File: src/rtl/rewire_io_pkg.sv
// Shared types and helpers for the bit deserializer and its word FIFO.
// Latency: none (declarations only).
// Backpressure: none (declarations only).
package rewire_io_pkg;

  // Largest supported FIFO depth; sizes the generic occupancy type.
  localparam int MAX_DEPTH = 16;

  // Occupancy count wide enough for any supported depth (0..MAX_DEPTH).
  typedef logic [$clog2(MAX_DEPTH):0] fifo_cnt_t;

  // Order in which serial bits are placed into the assembled word.
  typedef enum logic {
    ORD_LSB_FIRST = 1'b0,
    ORD_MSB_FIRST = 1'b1
  } bit_order_e;

  // Index width for a counter/pointer over n states; never narrower than 1 bit.
  function automatic int cnt_w(input int n);
    return (n > 1) ? $clog2(n) : 1;
  endfunction

endpackage

File: src/rtl/sync_word_fifo.sv
// Synchronous word FIFO with occupancy count; head word reads as 0 when empty.
// Latency: a push is visible at the head the cycle after the pushing edge.
// Backpressure: push while full is accepted only if a pop happens at the same edge.
module sync_word_fifo
  import rewire_io_pkg::*;
#(
  parameter int WIDTH = 8,
  parameter int DEPTH = 2
) (
  input  logic                     clk,
  input  logic                     rst,
  input  logic                     i_push,
  input  logic [WIDTH-1:0]         i_push_dat,
  input  logic                     i_pop,
  output logic [WIDTH-1:0]         o_head_dat,
  output logic                     o_full,
  output logic                     o_empty,
  output logic [$clog2(DEPTH):0]   o_count
);

  localparam int PW = cnt_w(DEPTH);
  localparam int CW = $clog2(DEPTH) + 1;
  localparam fifo_cnt_t DEPTH_CNT = fifo_cnt_t'(DEPTH);

  logic [WIDTH-1:0] r_mem [DEPTH];
  logic [PW-1:0]    r_wr_ptr;
  logic [PW-1:0]    r_rd_ptr;
  logic [CW-1:0]    r_count;
  logic             w_pop_ok;
  logic             w_push_ok;

  assign o_empty    = (r_count == '0);
  assign o_full     = (fifo_cnt_t'(r_count) == DEPTH_CNT);
  assign o_count    = r_count;
  assign o_head_dat = o_empty ? '0 : r_mem[r_rd_ptr];

  // A full FIFO can still take a word when the head leaves at the same edge.
  assign w_pop_ok  = i_pop & ~o_empty;
  assign w_push_ok = i_push & (~o_full | w_pop_ok);

  // Pointer and occupancy bookkeeping; pointers wrap naturally (DEPTH is a power of two).
  always_ff @(posedge clk) begin
    if (!rst) begin
      r_wr_ptr <= '0;
      r_rd_ptr <= '0;
      r_count  <= '0;
    end else begin
      if (w_push_ok) r_wr_ptr <= r_wr_ptr + PW'(1);
      if (w_pop_ok)  r_rd_ptr <= r_rd_ptr + PW'(1);
      case ({w_push_ok, w_pop_ok})
        2'b10:   r_count <= r_count + CW'(1);
        2'b01:   r_count <= r_count - CW'(1);
        default: r_count <= r_count;
      endcase
    end
  end

  // Storage write; contents need no reset because the head is masked when empty.
  always_ff @(posedge clk) begin
    if (rst && w_push_ok) r_mem[r_wr_ptr] <= i_push_dat;
  end

endmodule

File: src/rtl/bit_deserializer.sv
// Assembles WIDTH serial bits into words and queues them for a valid/ready consumer.
// Latency: word_valid rises the cycle after the edge capturing the last bit.
// Backpressure: words completing into a full FIFO (no pop) are dropped and set sticky overflow.
module bit_deserializer
  import rewire_io_pkg::*;
#(
  parameter int WIDTH     = 8,
  parameter int DEPTH     = 2,
  parameter int MSB_FIRST = 1
) (
  input  logic                   clk,
  input  logic                   rst,
  input  logic                   bit_in,
  input  logic                   bit_en,
  output logic [WIDTH-1:0]       word_data,
  output logic                   word_valid,
  input  logic                   word_ready,
  output logic                   overflow,
  input  logic                   ovf_clr,
  output logic [$clog2(DEPTH):0] fill_level
);

  localparam int         CW    = cnt_w(WIDTH);
  localparam bit_order_e ORDER = (MSB_FIRST != 0) ? ORD_MSB_FIRST : ORD_LSB_FIRST;

  logic [CW-1:0]    r_bit_cnt;
  logic [WIDTH-1:0] r_shift;
  logic             r_overflow;
  logic [WIDTH-1:0] w_shift_nxt;
  logic             w_last;
  logic             w_push;
  logic             w_pop;
  logic             w_full;
  logic             w_empty;
  logic             w_drop;

  // Next shift-register value with the incoming bit placed per bit order.
  generate
    if (ORDER == ORD_MSB_FIRST) begin : g_msb
      assign w_shift_nxt = {r_shift[WIDTH-2:0], bit_in};
    end else begin : g_lsb
      assign w_shift_nxt = {bit_in, r_shift[WIDTH-1:1]};
    end
  endgenerate

  // The completing bit is pushed together with the rest of the word at the same edge.
  assign w_last = (r_bit_cnt == CW'(WIDTH - 1));
  assign w_push = bit_en & w_last;
  assign w_pop  = word_ready & ~w_empty;
  assign w_drop = w_push & w_full & ~w_pop;

  // Bit counter and shift register advance only on qualified bits.
  always_ff @(posedge clk) begin
    if (!rst) begin
      r_bit_cnt <= '0;
      r_shift   <= '0;
    end else if (bit_en) begin
      r_shift   <= w_shift_nxt;
      r_bit_cnt <= w_last ? '0 : r_bit_cnt + CW'(1);
    end
  end

  // Sticky overflow: a drop wins over a simultaneous clear.
  always_ff @(posedge clk) begin
    if (!rst) begin
      r_overflow <= 1'b0;
    end else if (w_drop) begin
      r_overflow <= 1'b1;
    end else if (ovf_clr) begin
      r_overflow <= 1'b0;
    end
  end

  sync_word_fifo #(
    .WIDTH (WIDTH),
    .DEPTH (DEPTH)
  ) u_fifo (
    .clk        (clk),
    .rst        (rst),
    .i_push     (w_push),
    .i_push_dat (w_shift_nxt),
    .i_pop      (w_pop),
    .o_head_dat (word_data),
    .o_full     (w_full),
    .o_empty    (w_empty),
    .o_count    (fill_level)
  );

  assign word_valid = ~w_empty;
  assign overflow   = r_overflow;

endmodule

File: config.mk
export PLATFORM = sky130hd
export DESIGN_NAME = bit_deserializer
export DESIGN_NICKNAME = d
export VERILOG_FILES = /design/src/rtl/rewire_io_pkg.sv /design/src/rtl/sync_word_fifo.sv /design/src/rtl/bit_deserializer.sv
export SDC_FILE = /design/constraint.sdc
export NUM_CORES = 1
export LEC_CHECK = 0
export ABC_AREA = 1
export CAP_MARGIN = 20
export CELL_PAD_IN_SITES_DETAIL_PLACEMENT = 0
export CELL_PAD_IN_SITES_GLOBAL_PLACEMENT = 1
export CORE_UTILIZATION = 36
export CTS_CLUSTER_SIZE = 12
export DETAILED_ROUTE_END_ITERATION = 12
export PLACE_DENSITY = 0.7
export RECOVER_POWER = 100
export SLEW_MARGIN = 10
export SYNTH_ARGS = -nofsm -noshare
export SYNTH_HDL_FRONTEND = slang
export SYNTH_SLANG_ARGS = --single-unit
export TNS_END_PERCENT = 1
File: constraint.sdc
create_clock -name clk -period 1.6 [get_ports clk]
set_input_delay 0.48 -clock clk [delete_from_list [all_inputs] [get_ports clk]]
set_output_delay 0.48 -clock clk [all_outputs]
set_load 0.02 [all_outputs]
==> flow_summary.toml, run 1 <==
[detailed_routing]
vias_per_cell = 4.37
drt_wl_total_um = 2370
routedWlPerCell_um = 10.7
ant_nets = 0
first_iter_violations = 33
drc = 0
drt_pass1_iterations = 4
dr_total_vias = 970

[floorplan]
die_w_um = 62.0
fp.dieH_um = 62.0
dieArea_um2 = 3840
io-pin-count = 18
core-area_um2 = 3390
start_util_pct = 38.2
fp-row-count = 21

[pwr]
powerDensity_nw_per_um2 = 860
p_leak_nw = 0.756
report.power.total_mw = 1.56
peakVddDrop_mv = 0.568

[placement]
placed_area_um2 = 1620
port_buffers = 17
place_hpwl_um = 1660
gp_congestion = 0.716
dp_slack_ns = -0.335
dp.cells = 209

[sta]
fin_crit_sh_pct = 103
tightest_slew_ns = 0.432
hold_viol = 0
finalWorstSetupSlack_ns = -0.0507
fmax_ghz = 0.606
rsz0062_at_grt = "true"
setup_viol = 9
report.final.slew_viol_count = 0
period_needed_ns = 1.65
fin_worst_skew_ns = 0.00854
slew-limit-headroom_pct = 71.2

[finish]
drive_gt1_share_pct = 33.5
fill_cells = 302
area_growth_pct = 40.2
layout.nets = 184
antenna_cells = 0
stdcell_count = 222
utilization_pct = 53.6
multiInputGateArea_um2 = 493
fin_area_um2 = 1820
area.sequential_um2 = 812

[cts]
cts_buffers = 5
clock_path_buffers = 2
cts_tree = "yes"
root_buffer = "clkbuf_4"
clkTransAtPathRegs_ns = 0.10
cts_hold_buf = 0
htree_num_levels = 2
cts.sinks = 32
clk_latency_ns = 0.32

[min_path]
worstHoldPathCells = 2
holdPathEnd = "r_bit_cnt[1]"
hold_class = "reg -> reg"
hp-start = "r_bit_cnt[1]"

[worst_setup_path]
path_cells = "buf_6, nand2_1, a21oi_2, buf_4"
cp.required_ns = 1.12
rrSetupSlack_ns = 0.01
critical_path_class = "reg -> out"
crit_path_start_kind = "register"
r2r_start = "r_bit_cnt[0]"
cp.arrival_ns = 1.17
crit_slowest_cell = "dfxtp_4"
rr_worst_depth = 10
cp_max_fo = 5
reg2reg_to = "u_fifo.o_count[0]"
end_kind = "output port"
cpPeakStageDelay_ns = 0.41
crit_family = "flip-flops"
path_buf_inv = 2

[synth]
synth_seq_cells = 32
seq_area_frac_synth_pct = 61.8
yosys_warnings = 0
syn_area_per_cell_um2 = 9.53
netlist_area_um2 = 1300
syn-instance-count = 136
synth.net_count = 145
ys_types = 18

[run_status]
status = "finished, violations left"
violations = "negative setup slack"

[global_routing]
overflow = 0
antenna_found_initial = 0
grt_max_degree = 13
grt_first_pass_wirelength_um = 3750
grt_usage_pct = 13.9
grt_pass1_vias = 874

[run]
cap_violations = 0
## flip-flops by register name (all words and copies together) (netlist names), named ones only
| register | count |
|---|---|
| overflow | 1 |
| r_shift | 7 |
| u_fifo.r_rd_ptr | 1 |
| u_fifo.r_mem | 16 |
| u_fifo.o_count | 2 |
| r_bit_cnt | 3 |
| u_fifo.r_wr_ptr | 1 |
## power breakdown
part	internal [mW]	switching [mW]	total (mW)
Clock	0.326	0.272	0.598
Sequential	0.872	0.0152	0.888
Combinational	0.0363	0.0404	0.0767
Total	1.23	0.328	1.56
## layout by cell type (no fill, tap or decap), drive strengths merged
cell,n
a21oi,12
buf,24
bufinv,1
clkbuf,10
clkdlybuf4s15,1
clkdlybuf4s50,3
clkinv,1
clkinvlp,1
dfxtp,16
dlygate4sd2,1
dlygate4sd3,2
edfxtp,16
ha,3
inv,12
nand2,29
nand3,4
nand4,1
nor2,29
o21a,1
o21ai,9
## cells by family (layout without fill, tap and decap cells)
kind of cell	Yosys count	in the layout	share of synthesized area (%)
DFF	32	32	61.8
buffers and inverters	16	56	5.40
adders and majority gates	3	3	2.90
AOI/OAI and AO/OA	22	22	8.69
and+or+nand+nor	63	63	21.2
## per-layer routing
metal  GRT usage, %  wire (µm)  up-vias  share of wire (%)
met1           17.4       1160      431                 49
met3           3.73         78        2                3.3
met5              0          0        -                  0
met2           22.0       1120       17                 47
li1               -          -      520                  -
met4           6.98         14        0               0.59
## worst max-delay path by stage
stage | cells after the start | endpoint
6_report | 4 | word_data[4]
5_1_grt | 4 | word_data[2]
4_1_cts | 3 | word_valid
3_5_place_dp | 10 | u_fifo.o_count[1]
3_3_place_gp | 10 | u_fifo.o_count[1]
2_1_floorplan | 6 | u_fifo.r_mem[1][0]
## worst min-delay path, stage by stage, from the launching register on
cell and delay, ns:
dfxtp_1 0.32, nand2_1 0.06, a21oi_1 0.05
## metrics by stage
stage	TNS [ns]	hold slack, ns
after detailed placement	-7.59	0.459
final	-0.274	0.472
after floorplan	0	0.420
after global placement	-7.05	0.452
after global routing	-1.72	0.485
after CTS	-0.572	0.474
## timing repair
action / in CTS / in global routing
buffers inserted: 0 / 5
setup endpoints to repair: 13 / 19
gates cloned: 0 / 0
pin swaps: 0 / 11
resized for setup: 57 / 29
## synth_stat cells
library cell / number / area, µm²
a21oi_1: 12 / 60.1
buf_2: 2 / 10.0
buf_4: 2 / 15.0
dfxtp_1: 16 / 320
edfxtp_1: 16 / 480
ha_1: 3 / 37.5
inv_1: 11 / 41.3
inv_2: 1 / 3.75
nand2_1: 28 / 105
nand2_2: 1 / 6.26
nand3_1: 3 / 15.0
nand3_2: 1 / 10.0
nand4_1: 1 / 6.26
nor2_1: 27 / 101
nor2_4: 1 / 11.3
nor2_8: 1 / 20.0
o21a_1: 1 / 7.51
o21ai_0: 9 / 45.0
## area by class of cell
| type | count | area share (%) |
|---|---|---|
| Clock inverter | 3 | 2.34 |
| Tap cell | 46 | 3.17 |
| Clock buffer | 5 | 2.07 |
| Inverter | 12 | 2.75 |
| Multi-Input combinational cell | 88 | 27.1 |
| Timing Repair Buffer | 36 | 17.8 |
| Sequential cell | 32 | 44.7 |
Note: power is estimated with default switching activity, not from simulation.
==> inputs of run 2 (changes only) <==
--- a/config.mk
+++ b/config.mk
@@ -14,6 +14,7 @@
 export DETAILED_ROUTE_END_ITERATION = 12
 export PLACE_DENSITY = 0.7
 export RECOVER_POWER = 100
+export SKIP_LAST_GASP = 1
 export SLEW_MARGIN = 10
 export SYNTH_ARGS = -nofsm -noshare
 export SYNTH_HDL_FRONTEND = slang
==> flow_summary.toml, run 2 (synthesis gave the netlist of run 1 again) <==
[worst_setup_path]
cp.arrival_ns = 1.16
end_kind = "output port"
crit_path_start_kind = "register"
critical_path_class = "reg -> out"
r2r_start = "r_bit_cnt[0]"
cp.required_ns = 1.12
rr_worst_depth = 10
cp_max_fo = 5
reg2reg_to = "u_fifo.o_count[0]"
rrSetupSlack_ns = 0.01

[detailed_routing]
vias_per_cell = 4.38
drt_pass1_iterations = 4
routedWlPerCell_um = 10.5
first_iter_violations = 28
drc = 0
dr_total_vias = 972
drt_wl_total_um = 2320
ant_nets = 0

[pwr]
peakVddDrop_mv = 0.568
seqPwrFrac_pct = 56.8
powerDensity_nw_per_um2 = 862
pwr-share-comb_pct = 4.9
clockPowerShare_pct = 38.3
power.internal_mw = 1.23
p_leak_nw = 0.754
p_sw_mw = 0.328
swShare_pct = 21.0

[global_routing]
antenna_found_initial = 0
grt_pass1_vias = 871
grt_usage_pct = 13.9
grt_max_degree = 13
grt_first_pass_wirelength_um = 3760
overflow = 0

[cts]
clkTransAtPathRegs_ns = 0.10
clk_latency_ns = 0.32
cts_buffers = 5
cts_tree = "yes"
htree_num_levels = 2
cts_hold_buf = 0
root_buffer = "clkbuf_4"
clock_path_buffers = 2
cts.sinks = 32

[floorplan]
io-pin-count = 18
fp-row-count = 21
fp.dieH_um = 62.0
dieArea_um2 = 3840
die_w_um = 62.0
start_util_pct = 38.2
core-area_um2 = 3390

[sta]
period_needed_ns = 1.64
hold_viol = 0
setup_viol = 12
holdWs_ns = 0.472
fin_worst_skew_ns = 0.00860
report.final.slew_viol_count = 0
fmax_ghz = 0.609
finalWorstSetupSlack_ns = -0.0418
fin_crit_sh_pct = 103
slew-limit-headroom_pct = 71.1
rsz0062_at_grt = "true"
tightest_slew_ns = 0.434

[placement]
gp_congestion = 0.716
port_buffers = 17
dp.cells = 209
place_hpwl_um = 1660
dp_slack_ns = -0.335

[run_status]
status = "finished, violations left"
violations = "negative setup slack"

[finish]
largest_reg_flops = 16
final_common_cell = "nor2_1"
antenna_cells = 0
top_regs = "u_fifo.r_mem x16, r_shift x7, r_bit_cnt x3"
stdcell_count = 222
layout.nets = 184
area_growth_pct = 39.9
final_cell_mix = "27 x nor2_1, 25 x nand2_1, 16 x buf_4, 16 x edfxtp_1, 13 x dfxtp_1"
regMostFlops = "u_fifo.r_mem"
drive_gt1_share_pct = 31.8

[min_path]
worstHoldPathCells = 2
hp-start = "r_bit_cnt[1]"
hold_class = "reg -> reg"
holdPathEnd = "r_bit_cnt[1]"

[run]
cap_violations = 0
run 2: cell count changes in the layout (fill, tap and decap cells not counted), sizes merged:
| cell | before | now |
|---|---|---|
| clkbuf | 10 | 8 |
| clkdlybuf4s15 | 1 | 3 |
run 2: metrics by stage:
stage | instance area [µm²] | setup TNS, ns | util (%) | power (mW)
after floorplan | 1300 | 0 | - | 0.951
after global placement | 1620 | -7.05 | 47.7 | 0.984
after detailed placement | 1620 | -7.59 | 47.7 | 0.989
after CTS | 1660 | -1.17 | 48.8 | 1.59
after global routing | 1810 | -1.99 | 53.5 | 1.64
final | 1810 | -0.290 | 53.5 | 1.56
run 2: power by group through the flow:
stage               Clock [mW]  Sequential (mW)  Combinational, mW
floorplan                    0            0.906             0.0456
global placement             0            0.909             0.0754
detailed placement           0            0.911             0.0774
CTS                      0.625            0.893             0.0764
global route             0.657            0.890             0.0888
finish                   0.598            0.888             0.0764
run 2: final cells by class:
cell class | count | area [µm²]
Clock buffer | 5 | 37.5
Clock inverter | 3 | 42.5
Fill cell | 305 | 1580
Inverter | 12 | 50.0
Multi-Input combinational cell | 88 | 480
Sequential cell | 32 | 812
Tap cell | 46 | 57.6
Timing Repair Buffer | 36 | 333
run 2: worst max-delay path by stage:
| stage | start | to | slack (ns) | cells past startpoint |
|---|---|---|---|---|
| final | register | word_data[4] | -0.04 | 4 |
| after global routing | register | word_data[7] | -0.10 | 4 |
| after CTS | u_fifo.o_count[0] | word_valid | -0.12 | 3 |
| after detailed placement | word_ready | u_fifo.o_count[1] | -0.34 | 10 |
| after global placement | word_ready | u_fifo.o_count[1] | -0.29 | 10 |
| after floorplan | r_bit_cnt[0] | u_fifo.r_mem[1][0] | 0.04 | 6 |
run 2: worst max-delay path: stages (launching register included):
cell and delay (ns):
dfxtp_4 0.41, buf_6 0.12, nand2_1 0.05, a21oi_2 0.11, buf_4 0.15
run 2: layer usage:
layer,GRT usage [%],routed length (µm),up-vias
met1,17.7,1140,432
met5,0,0,-
met4,6.98,14,0
met3,3.73,76,2
li1,-,-,521
met2,21.9,1100,17
run 2: timing repair:
action / in CTS / in global routing
gates cloned: 0 / 0
buffers inserted: 0 / 5
endpoints found under the setup margin: 13 / 29
resized for setup: 40 / 40
pin swaps: 0 / 9
